`src/rtl/adder_acc.sv`:
```
// Windowed accumulator downstream of adder: sums WINDOW qualified samples and presents the total one edge later.
// Upstream never stalls; a completed window finding the output register still occupied is dropped and flagged in oOvf.
module adder_acc #(
  parameter int BITWIDTH = 32,
  parameter int WINDOW   = 256
) (
  input  logic                                   iClk,
  input  logic                                   iRstN,
  input  logic                                   iEn,
  input  logic                                   iClr,
  input  logic [BITWIDTH:0]                      iData,
  input  logic                                   iReady,
  output logic                                   oValid,
  output logic [BITWIDTH+((WINDOW > 1) ? $clog2(WINDOW) : 1):0] oData,
  output logic                                   oOvf,
  output logic [((WINDOW > 1) ? $clog2(WINDOW) : 1)-1:0] oCount
);

  localparam int CNTW     = (WINDOW > 1) ? $clog2(WINDOW) : 1;
  localparam int ACCWIDTH = BITWIDTH + 1 + CNTW;
  localparam logic [CNTW-1:0] LAST = CNTW'(WINDOW - 1);

  logic [ACCWIDTH-1:0] acc_q, acc_d;
  logic [CNTW-1:0]     cnt_q, cnt_d;
  logic [ACCWIDTH-1:0] data_q, data_d;
  logic                valid_q, valid_d;
  logic                ovf_q, ovf_d;

  logic [ACCWIDTH-1:0] sum;
  logic                complete;
  logic                out_free;

  // The output register is free if empty or being drained this very cycle.
  always_comb begin
    sum      = acc_q + ACCWIDTH'(iData);
    complete = iEn && (cnt_q == LAST);
    out_free = !valid_q || iReady;

    acc_d   = acc_q;
    cnt_d   = cnt_q;
    data_d  = data_q;
    valid_d = valid_q;
    ovf_d   = ovf_q;

    if (iEn) begin
      if (complete) begin
        acc_d = '0;
        cnt_d = '0;
      end else begin
        acc_d = sum;
        cnt_d = cnt_q + 1'b1;
      end
    end

    if (complete) begin
      if (out_free) begin
        data_d  = sum;
        valid_d = 1'b1;
      end else begin
        ovf_d = 1'b1;
      end
    end else if (valid_q && iReady) begin
      valid_d = 1'b0;
    end
  end

  always_ff @(posedge iClk) begin
    if (!iRstN || iClr) begin
      acc_q   <= '0;
      cnt_q   <= '0;
      data_q  <= '0;
      valid_q <= 1'b0;
      ovf_q   <= 1'b0;
    end else begin
      acc_q   <= acc_d;
      cnt_q   <= cnt_d;
      data_q  <= data_d;
      valid_q <= valid_d;
      ovf_q   <= ovf_d;
    end
  end

  assign oValid = valid_q;
  assign oData  = data_q;
  assign oOvf   = ovf_q;
  assign oCount = cnt_q;

endmodule

```
`config.mk`:
```
export PLATFORM = sky130hd
export DESIGN_NAME = adder_acc
export DESIGN_NICKNAME = d
export VERILOG_FILES = /design/src/rtl/adder_acc.sv
export SDC_FILE = /design/constraint.sdc
export NUM_CORES = 1
export LEC_CHECK = 0
export BUFFER_PORTS_ARGS = -buffer_cell sky130_fd_sc_hd__buf_4
export CAP_MARGIN = 20
export CORE_UTILIZATION = 25
export DETAILED_ROUTE_END_ITERATION = 7
export PLACE_DENSITY = 0.41
export SETUP_SLACK_MARGIN = 0.1
export SLEW_MARGIN = 0
export SYNTH_ARGS = -nofsm -noshare
export SYNTH_HDL_FRONTEND = slang
export SYNTH_SLANG_ARGS = --single-unit
```
`constraint.sdc`:
```
create_clock -name iClk -period 7.2 [get_ports iClk]
set_clock_uncertainty 0.2 [all_clocks]
set_input_delay 0.36 -clock iClk [delete_from_list [all_inputs] [get_ports iClk]]
set_output_delay 0.36 -clock iClk [all_outputs]
set_load 0.03 [all_outputs]
```
==> flow_summary.toml <==
[logic_synthesis]
ys.warnings.count = 0
yosysSeqAreaShare = 0.336
synth_cell_type_count = 64
yosysTopAreaCell = "dfxtp_1"
async_flop_share = 0
netlist_area_mm2 = 0.00549
synthTopCellsByArea = "dfxtp_1, a21oi_1, ha_1"
synth_top_flop_cell = "dfxtp_1"
yosys.area.top_type_share = 0.336
synthCells = 704
syn_nets = 777
avgSynthCellArea_um2 = 7.79
synth_edf_count = 0
synth_seq_cells = 92

[power_and_ir_drop]
p_int_uw = 913
leakagePower_nw = 2.61
power.share.clock = 0.426
ir_drop_v = 0.000101
power_switching_uw = 339
p_sw_frac = 0.271
cellPowerDensity_mw_per_mm2 = 187
finalPower_mw = 1.25
pwr-share-comb = 0.156
seqPwrFrac = 0.418

[sta]
worst_pin_slew_ns = 0.925
final_max_slew_viol_count = 0
finalHoldViolCount = 0
max_freq_mhz = 260
fin_crit_ns = 3.85
finalSetupTns_ns = 0
maxSlewHeadroom = 0.383
final-setup-viol-count = 0
post-route-period-util = 0.534
rsz0062_at_grt = "false"

[finish]
num_antenna_cells = 0
nNetsFinal = 843
syn_to_final_growth_pct = 21.7
drive_above_1_share = 0.156
final-seq-area_mm2 = 0.00184
final_util = 0.314
nFillCells = 2248
multi_input_area_mm2 = 0.00342

[floorplanning]
start_util = 0.258
core_mm2 = 0.0213
rows = 53
die_h_um = 150
fp.dieArea_mm2 = 0.0225
die_w_um = 150
ioPinCount = 89

[placed_design]
dp_hpwl_um = 12700
gp_congestion = 0.822
io_buffers = 88

[detailed_routing]
routed.top_layer = "met4"
viasPerCell = 5.02
drtIter0Drc = 304
wl_met1_um = 8180
route.detailed.drc = 0
post_drt_wl_per_cell_um = 16.8
dr.pass1.iters = 4
wl_met2_um = 8400
wl_met3_um = 890
drtAntennaViolNets = 0
vias = 5269
routed_wl_um = 17700

[clock_tree]
cts.path.max_buffers = 2
cts_resized = 0
numCtsBuffers = 9
insertion_delay_ns = 0.35
post_cts_buffers = 0
cts_max_level = 3
cts_sinks = 92
clkSlewWorstSetupHoldPaths_ns = 0.07
clockRootBuffer = "clkbuf_16"
cts_tree = "yes"
postCtsHoldBufs = 0

[global_routing]
grt_pass1_wl_um = 28200
grt_usage = 0.163
grt_max_degree = 62
grt_overflow = 0
grt_pass1_vias = 5297
grt_antenna_before_repair = 0

[worst_setup_path]
crit_path_start_kind = "flip-flop"
crit_type = "flip-flop to flip-flop"
cp.arrival_ns = 3.90
crit_fanout = 8
end_kind = "flip-flop"
critPathRequiredTime_ns = 7.25

[min_path]
min_path_type = "primary input to flip-flop"

[run_status]
status = "completed"

[run]
maxCapViolCount = 0
==> cell type report <==
class                           instances  share of cell area
Clock buffer                           11              0.0378
Clock inverter                          4              0.0109
Inverter                               13             0.00731
Multi-Input combinational cell        561               0.512
Sequential cell                        92               0.276
Tap cell                              275              0.0515
Timing Repair Buffer                   93               0.105
==> per-layer routing <==
metal / up-vias / global-route usage
li1: 2649 / -
met1: 2497 / 0.205
met2: 111 / 0.273
met3: 12 / 0.0382
met4: 0 / 0.0566
met5: - / 0
==> worst max-delay path, cell delays in order, from the launching register on <==
cell and delay, ns:
dfxtp_1 0.31, ha_1 0.38, and3_2 0.25, a221oi_1 0.41, o21ai_0 0.19, a311o_1 0.49, o2bb2ai_1 0.22, a221oi_1 0.82
o21ai_0 0.17, a311oi_1 0.30
==> kinds of logic after synthesis <==
family / synth area share
xor gates and xnor gates: 0.0591
buffers and inverters: 0.0422
and+or+nand+nor: 0.238
muxes: 0.00730
adders and majority gates: 0.0812
DFF: 0.336
AOI/OAI and AO/OA: 0.236
==> power groups by stage <==
stage / Clock (mW) / Combinational, mW / Sequential [mW]
2_1_floorplan: 0 / 0.137 / 0.533
3_3_place_gp: 0 / 0.195 / 0.535
3_5_place_dp: 0 / 0.195 / 0.534
4_1_cts: 0.558 / 0.196 / 0.523
5_1_grt: 0.577 / 0.216 / 0.524
6_report: 0.533 / 0.195 / 0.523
==> flip-flops by register name (all words and copies together), names as in the netlist <==
name	count
oCount	8
oOvf	1
oValid	1
oData	41
acc_q	41
==> metrics by stage <==
| step | instances | worst slack [ns] | area [µm²] | hold slack, ns |
|---|---|---|---|---|
| after floorplan | 704 | 4.04 | 5490 | 0.229 |
| after global placement | 1034 | 3.24 | 6350 | 0.240 |
| after detailed placement | 1034 | 3.22 | 6350 | 0.249 |
| after CTS | 1049 | 3.37 | 6680 | 0.0960 |
| final | 1049 | 3.35 | 6680 | 0.112 |
| after global routing | 1049 | 3.05 | 6680 | 0.127 |
==> cells in the final DEF (no fill, tap or decap), types with 6 or more instances in the layout <==
| cell | Yosys | routed |
|---|---|---|
| nor2b_1 | 17 | 16 |
| nand4_1 | 16 | 16 |
| ha_1 | 34 | 34 |
| nand2b_1 | 12 | 11 |
| dfxtp_1 | 92 | 92 |
| nor3_1 | 11 | 11 |
| clkbuf_16 | 0 | 9 |
| a21o_1 | 12 | 12 |
| buf_4 | 1 | 93 |
| inv_1 | 13 | 13 |
| xor2_1 | 13 | 13 |
| nand2_1 | 93 | 93 |
| a211oi_1 | 8 | 8 |
| or4_1 | 6 | 6 |
| a21oi_1 | 92 | 92 |
| a22o_1 | 7 | 7 |
| xnor2_1 | 24 | 24 |
| o21ai_0 | 49 | 49 |
| o21a_1 | 6 | 6 |
| nor2_1 | 61 | 60 |
| nand3_1 | 27 | 27 |
| a31oi_1 | 7 | 7 |
==> cells in the mapped netlist, types with 7 or more instances <==
master,count
xnor2_1,24
ha_1,34
o21ai_0,49
nor2_1,61
nor2b_1,17
a31oi_1,7
nand2_1,93
dfxtp_1,92
a21oi_1,92
nand3_1,27
a22o_1,7
a211oi_1,8
clkbuf_1,29
xor2_1,13
inv_1,13
nand2b_1,12
a21o_1,12
nand4_1,16
nor3_1,11
==> final timing paths <==
check / startpoint / to / slack, ns / cells past startpoint
setup / recovery: acc_q[9] / oData[37] / 3.35 / 9
hold reg to reg: oData[2] / oData[2] / 0.26 / 2
hold / removal: iReady / oValid / 0.11 / 3
setup reg to reg: acc_q[9] / oData[37] / 3.35 / 9
Note: power is estimated with default switching activity, not from simulation.
